<file path="config.mk">
export PLATFORM = sky130hd
export DESIGN_NAME = alu_multicycle
export DESIGN_NICKNAME = d
export VERILOG_FILES = /design/src/rtl/alu_pkg.sv /design/src/rtl/alu_iter_muldiv.sv /design/src/rtl/alu_multicycle.sv
export SDC_FILE = /design/constraint.sdc
export NUM_CORES = 1
export LEC_CHECK = 0
export ABC_AREA = 1
export BUFFER_PORTS_ARGS = -buffer_cell sky130_fd_sc_hd__clkbuf_2
export CELL_PAD_IN_SITES_DETAIL_PLACEMENT = 2
export CELL_PAD_IN_SITES_GLOBAL_PLACEMENT = 2
export CORE_MARGIN = 1
export CORE_UTILIZATION = 34
export CTS_CLUSTER_DIAMETER = 120
export DETAILED_ROUTE_END_ITERATION = 16
export PLACE_DENSITY_LB_ADDON = 0.1
export SYNTH_ARGS = -nofsm -noshare
export SYNTH_HDL_FRONTEND = slang
export SYNTH_SLANG_ARGS = --single-unit
</file>
<file path="constraint.sdc">
create_clock -name clk -period 2.43 [get_ports clk]
set_input_delay 0.243 -clock clk [delete_from_list [all_inputs] [get_ports clk]]
set_output_delay 0.243 -clock clk [all_outputs]
set_load 0.05 [all_outputs]
</file>
<file path="src/rtl/alu_pkg.sv">
// Shared opcode and FSM state encodings for the multicycle ALU.
package alu_pkg;

  localparam logic [2:0] OP_ADD = 3'b000;
  localparam logic [2:0] OP_SUB = 3'b001;
  localparam logic [2:0] OP_AND = 3'b010;
  localparam logic [2:0] OP_OR  = 3'b011;
  localparam logic [2:0] OP_MUL = 3'b100;
  localparam logic [2:0] OP_DIV = 3'b101;

  typedef enum logic [1:0] {
    S_IDLE = 2'b00,
    S_BUSY = 2'b01,
    S_DONE = 2'b10
  } state_t;

endpackage

</file>
<file path="src/rtl/alu_iter_muldiv.sv">
// Iterative datapath: shift-add multiply (LSB first) and restoring divide (MSB first).
// One step per cycle after start; done is high during the final step and lo/hi carry that step's result.
module alu_iter_muldiv #(
  parameter int WIDTH = 16
) (
  input  logic             clk,
  input  logic             rst,
  input  logic             start,
  input  logic             is_div,
  input  logic [WIDTH-1:0] a,
  input  logic [WIDTH-1:0] b,
  output logic             done,
  output logic [WIDTH-1:0] lo,
  output logic [WIDTH-1:0] hi
);

  localparam int CW = $clog2(WIDTH);
  localparam logic [CW-1:0] LAST = CW'(WIDTH - 1);

  logic               busy;
  logic               div_mode;
  logic [CW-1:0]      count;
  logic [2*WIDTH-1:0] prod;
  logic [2*WIDTH-1:0] mcand;
  logic [WIDTH-1:0]   mplier;
  logic [WIDTH-1:0]   rem;
  logic [WIDTH-1:0]   quo;
  logic [WIDTH-1:0]   dvsr;

  logic [2*WIDTH-1:0] prod_nx;
  logic [WIDTH:0]     rem_sh;
  logic               fits;
  logic [WIDTH-1:0]   rem_nx;
  logic [WIDTH-1:0]   quo_nx;

  // Next step of both algorithms; the remainder after a fit is always below the divisor.
  always_comb begin
    prod_nx = mplier[0] ? (prod + mcand) : prod;
    rem_sh  = {rem, quo[WIDTH-1]};
    fits    = (rem_sh >= {1'b0, dvsr});
    if (fits) begin
      rem_nx = rem_sh[WIDTH-1:0] - dvsr;
    end else begin
      rem_nx = rem_sh[WIDTH-1:0];
    end
    quo_nx = {quo[WIDTH-2:0], fits};
    done   = busy && (count == LAST);
    lo     = div_mode ? quo_nx : prod_nx[WIDTH-1:0];
    hi     = div_mode ? rem_nx : prod_nx[2*WIDTH-1:WIDTH];
  end

  // Operand load on start, then one iteration per cycle until the last count.
  always_ff @(posedge clk) begin
    if (rst) begin
      busy     <= 1'b0;
      div_mode <= 1'b0;
      count    <= {CW{1'b0}};
      prod     <= {(2*WIDTH){1'b0}};
      mcand    <= {(2*WIDTH){1'b0}};
      mplier   <= {WIDTH{1'b0}};
      rem      <= {WIDTH{1'b0}};
      quo      <= {WIDTH{1'b0}};
      dvsr     <= {WIDTH{1'b0}};
    end else if (start) begin
      busy     <= 1'b1;
      div_mode <= is_div;
      count    <= {CW{1'b0}};
      prod     <= {(2*WIDTH){1'b0}};
      mcand    <= {{WIDTH{1'b0}}, a};
      mplier   <= b;
      rem      <= {WIDTH{1'b0}};
      quo      <= a;
      dvsr     <= b;
    end else if (busy) begin
      prod   <= prod_nx;
      mcand  <= {mcand[2*WIDTH-2:0], 1'b0};
      mplier <= {1'b0, mplier[WIDTH-1:1]};
      rem    <= rem_nx;
      quo    <= quo_nx;
      count  <= count + {{(CW-1){1'b0}}, 1'b1};
      busy   <= ~done;
    end
  end

endmodule

</file>
<file path="src/rtl/alu_multicycle.sv">
// Sequential ALU with valid/ready handshake: fast ADD/SUB/AND/OR, iterative MUL/DIV, status flags.
// Optional macro ALU_HI_OUT_EN adds result_hi (MUL high half / DIV remainder).
module alu_multicycle
  import alu_pkg::*;
#(
  parameter int WIDTH = 16
) (
  input  logic             clk,
  input  logic             rst,
  input  logic             in_valid,
  output logic             in_ready,
  input  logic [2:0]       op,
  input  logic [WIDTH-1:0] a,
  input  logic [WIDTH-1:0] b,
  output logic             out_valid,
  input  logic             out_ready,
  output logic [WIDTH-1:0] result,
  output logic             flag_z,
  output logic             flag_c,
  output logic             flag_v,
  output logic             flag_dz
`ifdef ALU_HI_OUT_EN
  ,
  output logic [WIDTH-1:0] result_hi
`endif
);

  localparam logic [WIDTH-1:0] ZERO = {WIDTH{1'b0}};
  localparam logic [WIDTH-1:0] ONES = {WIDTH{1'b1}};

  state_t           state;
  logic [2:0]       op_r;
  logic             accept;
  logic             md_start;
  logic             md_done;
  logic [WIDTH-1:0] md_lo;
  logic [WIDTH-1:0] md_hi;
  logic [WIDTH:0]   sum;
  logic [WIDTH:0]   diff;
  logic             load_out;
  logic [WIDTH-1:0] cap_result;
  logic             cap_z;
  logic             cap_c;
  logic             cap_v;
  logic             cap_dz;

  alu_iter_muldiv #(.WIDTH(WIDTH)) u_iter (
    .clk    (clk),
    .rst    (rst),
    .start  (md_start),
    .is_div (op == OP_DIV),
    .a      (a),
    .b      (b),
    .done   (md_done),
    .lo     (md_lo),
    .hi     (md_hi)
  );

  // Fast-op datapath and selection of the values captured into the output registers.
  always_comb begin
    sum        = {1'b0, a} + {1'b0, b};
    diff       = {1'b0, a} + {1'b0, ~b} + {ZERO, 1'b1};
    accept     = in_valid && in_ready;
    md_start   = accept && ((op == OP_MUL) || ((op == OP_DIV) && (b != ZERO)));
    load_out   = 1'b0;
    cap_result = ZERO;
    cap_c      = 1'b0;
    cap_v      = 1'b0;
    cap_dz     = 1'b0;
    if (state == S_BUSY) begin
      load_out   = md_done;
      cap_result = md_lo;
      cap_v      = (op_r == OP_MUL) && (md_hi != ZERO);
    end else if (accept && !md_start) begin
      load_out = 1'b1;
      case (op)
        OP_ADD: begin
          cap_result = sum[WIDTH-1:0];
          cap_c      = sum[WIDTH];
          cap_v      = (a[WIDTH-1] == b[WIDTH-1]) && (sum[WIDTH-1] != a[WIDTH-1]);
        end
        OP_SUB: begin
          cap_result = diff[WIDTH-1:0];
          cap_c      = diff[WIDTH];
          cap_v      = (a[WIDTH-1] != b[WIDTH-1]) && (diff[WIDTH-1] != a[WIDTH-1]);
        end
        OP_AND: cap_result = a & b;
        OP_OR:  cap_result = a | b;
        OP_DIV: begin
          cap_result = ONES;
          cap_dz     = 1'b1;
        end
        default: cap_result = ZERO;
      endcase
    end else begin
      load_out = 1'b0;
    end
    cap_z = (cap_result == ZERO);
  end

  // Control FSM, handshake and output registers.
  always_ff @(posedge clk) begin
    if (rst) begin
      state     <= S_IDLE;
      op_r      <= OP_ADD;
      in_ready  <= 1'b1;
      out_valid <= 1'b0;
      result    <= ZERO;
      flag_z    <= 1'b0;
      flag_c    <= 1'b0;
      flag_v    <= 1'b0;
      flag_dz   <= 1'b0;
    end else begin
      case (state)
        S_IDLE: begin
          if (accept) begin
            op_r     <= op;
            in_ready <= 1'b0;
            state    <= md_start ? S_BUSY : S_DONE;
          end
        end
        S_BUSY: begin
          if (md_done) begin
            state <= S_DONE;
          end
        end
        S_DONE: begin
          if (out_ready) begin
            state     <= S_IDLE;
            in_ready  <= 1'b1;
            out_valid <= 1'b0;
          end
        end
        default: begin
          state     <= S_IDLE;
          in_ready  <= 1'b1;
          out_valid <= 1'b0;
        end
      endcase
      if (load_out) begin
        out_valid <= 1'b1;
        result    <= cap_result;
        flag_z    <= cap_z;
        flag_c    <= cap_c;
        flag_v    <= cap_v;
        flag_dz   <= cap_dz;
      end
    end
  end

`ifdef ALU_HI_OUT_EN
  // High-half output: product high half, remainder, or the dividend on divide-by-zero.
  always_ff @(posedge clk) begin
    if (rst) begin
      result_hi <= ZERO;
    end else if (load_out) begin
      if (state == S_BUSY) begin
        result_hi <= md_hi;
      end else if (op == OP_DIV) begin
        result_hi <= a;
      end else begin
        result_hi <= ZERO;
      end
    end
  end
`endif

endmodule

</file>
==> results of run 1 <==
[what timing repair did]
item                                    in CTS
endpoints found under the hold margin        0
hold buffers                                 0
buffers inserted                             6
resized for setup                          180
pin swaps                                   28
endpoints found under the setup margin      25
[metrics by stage]
step           hold slack, ns  instance area, um^2  utilization
3_3_place_gp            0.443                16700        0.430
3_5_place_dp            0.475                16700        0.430
4_1_cts                 0.158                18100        0.467
2_1_floorplan           0.382                13400            -
[Yosys cell counts (all sizes together) (2+ instances only)]
library cell	instances
nor3	15
a31oi	12
nand4	25
o211ai	36
inv	413
o221ai	20
nand3b	12
clkinv	2
dfxtp	161
ha	99
or2	7
fa	4
nand3	208
o22ai	15
buf	34
o21ai	111
xnor2	7
o21bai	14
a21oi	113
and2	2
clkbuf	44
xor2	7
nor4	2
a221oi	3
nor2	218
nand2	688
[logic make-up after synthesis]
family                     Yosys count
AOI/OAI and AO/OA                  329
xor gates and xnor gates            14
adders and majority gates          103
buffers and inverters              493
DFF                                161
and+or+nand+nor                   1178
==> run_results.csv, run 1 <==
group,metric,value,unit
synth,synth_top_flop_cell,"dfxtp_1",
cts,cts.path.max_buffers,2,
cts,clock_sinks,161,
synth,yosys.area_share.simple,0.365,
cts,cts_htree_levels,4,
synth,yosys.cell_types.count,47,
synth,yosysSeqAreaShare,0.240,
floorplan,num_rows,72,
synth,synth_compound_area_frac,0.144,
sta,endpoint_type,"sequential cell input",
status,error_line,"[ERROR DPL-0033] detailed placement checks failed during check placement.",
synth,synth_mux_area_frac,0,
cts,cts.root.buffer_cell,"clkbuf_16",
place,dpl_worst_slack,-0.723,ns
sta,worst_endpoint,"flag_v$_SDFFE_PP0P_/D",
floorplan,io_pins,61,
synth,synth_adder_area_share,0.0984,
synth,synthCells,2278,
cts,cts_buffers,17,
floorplan,die_x,201,um
place,dp.cells,3116,
place,gp_congestion,0.930,
synth,synth_warnings,0,
synth,synth_edf_count,0,
place,numPortBuffers,60,
status,outcome,"did not finish",
floorplan,die_h,201,um
synth,synth_area,0.0134,mm^2
grt,grt_start_max_net_pins,92,
floorplan,start_util,0.346,
synth,syn_nets,2420,
synth,synth_top_family_by_area,"simple AND/OR/NAND/NOR gates",
synth,synth.top_cell.area_share,0.240,
synth,yosysTopAreaCell,"dfxtp_1",
synth,synth_xor_area_frac,0.00915,
synth,avgSynthCellArea,5.88,um^2
synth,synth.area.top_cells,"dfxtp_1, nand2_1, inv_1",
synth,ys_seq_elements,161,
place,hpwl,57.6,mm
status,stop_stage,"global routing",
grt,antenna_found_initial,0,
synth,async_flop_share,0,
==> inputs of run 2 (changes only) <==
--- a/config.mk
+++ b/config.mk
@@ -7,13 +7,10 @@
 export LEC_CHECK = 0
 export ABC_AREA = 1
 export BUFFER_PORTS_ARGS = -buffer_cell sky130_fd_sc_hd__clkbuf_2
-export CELL_PAD_IN_SITES_DETAIL_PLACEMENT = 2
-export CELL_PAD_IN_SITES_GLOBAL_PLACEMENT = 2
 export CORE_MARGIN = 1
-export CORE_UTILIZATION = 34
-export CTS_CLUSTER_DIAMETER = 120
+export CORE_UTILIZATION = 40
 export DETAILED_ROUTE_END_ITERATION = 16
-export PLACE_DENSITY_LB_ADDON = 0.1
+export PLACE_DENSITY_LB_ADDON = 0.15
 export SYNTH_ARGS = -nofsm -noshare
 export SYNTH_HDL_FRONTEND = slang
 export SYNTH_SLANG_ARGS = --single-unit
==> run 2 against run 1 <==
The run now ends clean. Synthesized cell count unchanged. Synthesized area unchanged.
==> run_results.csv, run 2 <==
group,metric,value,unit
drt,wl_per_cell,16.2,um
cts,cts.path.max_buffers,2,
floorplan,io_pins,61,
finish,fin_area,0.0180,mm^2
sta,hold_violations,0,
sta,rsz0062_at_grt,"yes",
power_and_ir_drop,p_leak,9.50,nW
finish,final_cells,3034,
synth,synth_area,0.0134,mm^2
cts,clock_sinks,161,
place,numPortBuffers,60,
job,maxCapViolCount,0,
drt,wl,49.3,mm
place,placed_cell_area,0.0160,mm^2
grt,grt_overflow,0,
synth,synthTopCellsByCount,"nand2_1, inv_1, nor2_1",
worst_setup_path,cp_max_fo,3,
grt,antenna_found_initial,0,
place,hpwl,38.4,mm
sta,setup_ws,0.0508,ns
grt,grt_pass1_vias,14300,
power_and_ir_drop,power,9.51,mW
floorplan,core_area,0.0328,mm^2
floorplan,start_util,0.409,
grt,grt.total_usage,0.290,
cts,cts_buffers,17,
synth,yosys.cell_types.count,47,
worst_setup_path,worst_r2r_startpoint,"u_iter.mcand[0]$_SDFFE_PP0P_",
min_path,hp-class,"in -> reg",
worst_setup_path,cp_common_cell,"nand2_1",
finish,utilization,0.549,
finish,insertedDiodeCount,0,
finish,layout_commonest_cell,"nand2_1",
synth,async_flop_share,0,
synth,yosysSeqAreaShare,0.240,
cts,cts_tree,"yes",
sta,max_freq,420,MHz
cts,cts_htree_levels,4,
sta,setup_viol,0,
worst_setup_path,worstSetupStartpointType,"flip-flop",
synth,synth_top_flop_cell,"dfxtp_1",
worst_setup_path,cp_num_buf_inv,1,
cts,cts.root.buffer_cell,"clkbuf_16",
synth,synthCells,2278,
floorplan,die_h,185,um
floorplan,num_rows,66,
sta,slew_headroom,0.553,
drt,drt_iter0_markers,1177,
cts,clk_latency,0.46,ns
drt,drt-pass1-iter-count,6,
finish,nNetsFinal,2721,
status,outcome,"completed",
worst_setup_path,path_cells,"ha_4, fa_2, buf_4, o21ai_0, nand2_1, o21ai_0, nand2_1, nor2_2, nand2_1, nor2_1, nand3_1, nor3_2, nand2_1, a21oi_2",
synth,avgSynthCellArea,5.88,um^2
drt,ant_nets,0,
synth,synth_warnings,0,
worst_setup_path,crit_family,"simple AND/OR/NAND/NOR gates",
worst_setup_path,crit_path_start,"u_iter.mcand[0]$_SDFFE_PP0P_",
finish,largest_registers,"u_iter.mcand: 32 flops, u_iter.prod: 32 flops",
sta,final-max-slew-violation-count,0,
min_path,min_from,"op[2]",
place,dpl_worst_slack,-0.405,ns
synth,synth.top_cell.area_share,0.240,
finish,drive_above_1_share,0.252,
cts,clkTransAtPathRegs,0.07,ns
worst_setup_path,required,2.82,ns
finish,area_growth_syn_to_layout,34.4,%
grt,grt_start_max_net_pins,89,
sta,worstMarginPinSlew,0.670,ns
drt,drc,0,
worst_setup_path,critPathKind,"reg -> reg",
grt,grt_pass1_wl,76.3,mm
power_and_ir_drop,ir_drop,0.542,mV
worst_setup_path,slowest_stage,"fa_2",
worst_setup_path,cpPeakStageDelay,0.38,ns
worst_setup_path,arrival,2.77,ns
place,gp_congestion,0.938,
cts,ctsHoldBuffers,0,
synth,yosysTopAreaCell,"dfxtp_1",
place,dp.cells,2979,
synth,yosys.cell_count.top_type,"nand2_1",
synth,ys_seq_elements,161,
worst_setup_path,worst_setup_path_end_kind,"flip-flop",
floorplan,dieArea,0.0342,mm^2
sta,layout_worst_path_cycle_share,0.979,
drt,vias_per_cell,5.07,
sta,fin_crit,2.38,ns
floorplan,die_x,185,um
worst_setup_path,rrSetupSlack,0.05,ns
drt,num_vias,15400,
synth,synth_edf_count,0,
synth,syn_nets,2420,
synth,synth.area.top_cells,"dfxtp_1, nand2_1, inv_1",
finish,most-common-layout-cells,"nand2_1, inv_1, buf_4, nand3_1, nor2_1",
power_and_ir_drop,power.density,528,mW/mm^2
sta,skew,0.0146,ns
## run 2: cell counts after synthesis
Identical to the previous run, type by type.
## run 2: cell families (layout without fill, tap and decap cells)
logic type | count (synthesis) | count (layout) | share of synthesized area
AND/OR/NAND/NOR | 1178 | 1178 | 0.365
adder cells (fa/ha/maj) | 103 | 103 | 0.0984
flip-flops | 161 | 161 | 0.240
AO/OA/AOI/OAI | 329 | 329 | 0.144
buffers and inverters | 493 | 807 | 0.143
XOR/XNOR | 14 | 14 | 0.00915
## run 2: path summary, 6_finish.rpt
path	end	cells past startpoint
setup / recovery	flag_z$_SDFFE_PP0P_	14
hold / removal	op_r[2]$_SDFFE_PP0P_	3
setup reg to reg	flag_z$_SDFFE_PP0P_	14
hold reg to reg	flag_c$_SDFFE_PP0P_	2
## run 2: cell type report
cell class | instances | area (um^2)
fillers | 3340 | 14800
flip-flops and latches | 161 | 3280
inverters | 415 | 1570
multi-input cells | 1624 | 9360
repair buffers | 360 | 2640
well taps | 442 | 553
clock buffers | 20 | 467
clock inverters | 12 | 148
## run 2: power breakdown
part           leakage, nW  internal (mW)  switching [mW]  total [mW]
registers             1.33           2.80           0.126        2.93
logic                 7.87           1.52            2.19        3.71
clock network        0.301           1.62            1.25        2.87
## run 2: layer usage
metal / up-vias / global-route usage / wire, um
li1: 7835 / - / -
met1: 7023 / 0.391 / 23000
met2: 436 / 0.463 / 22000
met4: 0 / 0.105 / 1490
met5: - / 0 / 0
met3: 84 / 0.0468 / 2810
## run 2: through the flow
step | setup TNS [ns] | hold WS, ns
after floorplan | 0 | 0.382
after global placement | -1.01 | 0.447
after detailed placement | -1.15 | 0.458
after CTS | 0 | 0.141
after global routing | -0.252 | 0.161
final | 0 | 0.163
## run 2: worst register-to-register path: cells and delay by family (launching register included)
family	cells	cell delay [ns]
buffers and inverters	1	0.15
adder cells (fa/ha/maj)	2	0.54
AND/OR/NAND/NOR	8	0.84
flip-flops	1	0.36
AO/OA/AOI/OAI	3	0.43
## run 2: what timing repair did
item | CTS | global route
pin swaps | 10 | 82
cloned | 0 | 1
buffers inserted | 11 | 11
resized for setup | 77 | 207
endpoints found under the setup margin | 6 | 14
Note: power is estimated with default switching activity, not from simulation.
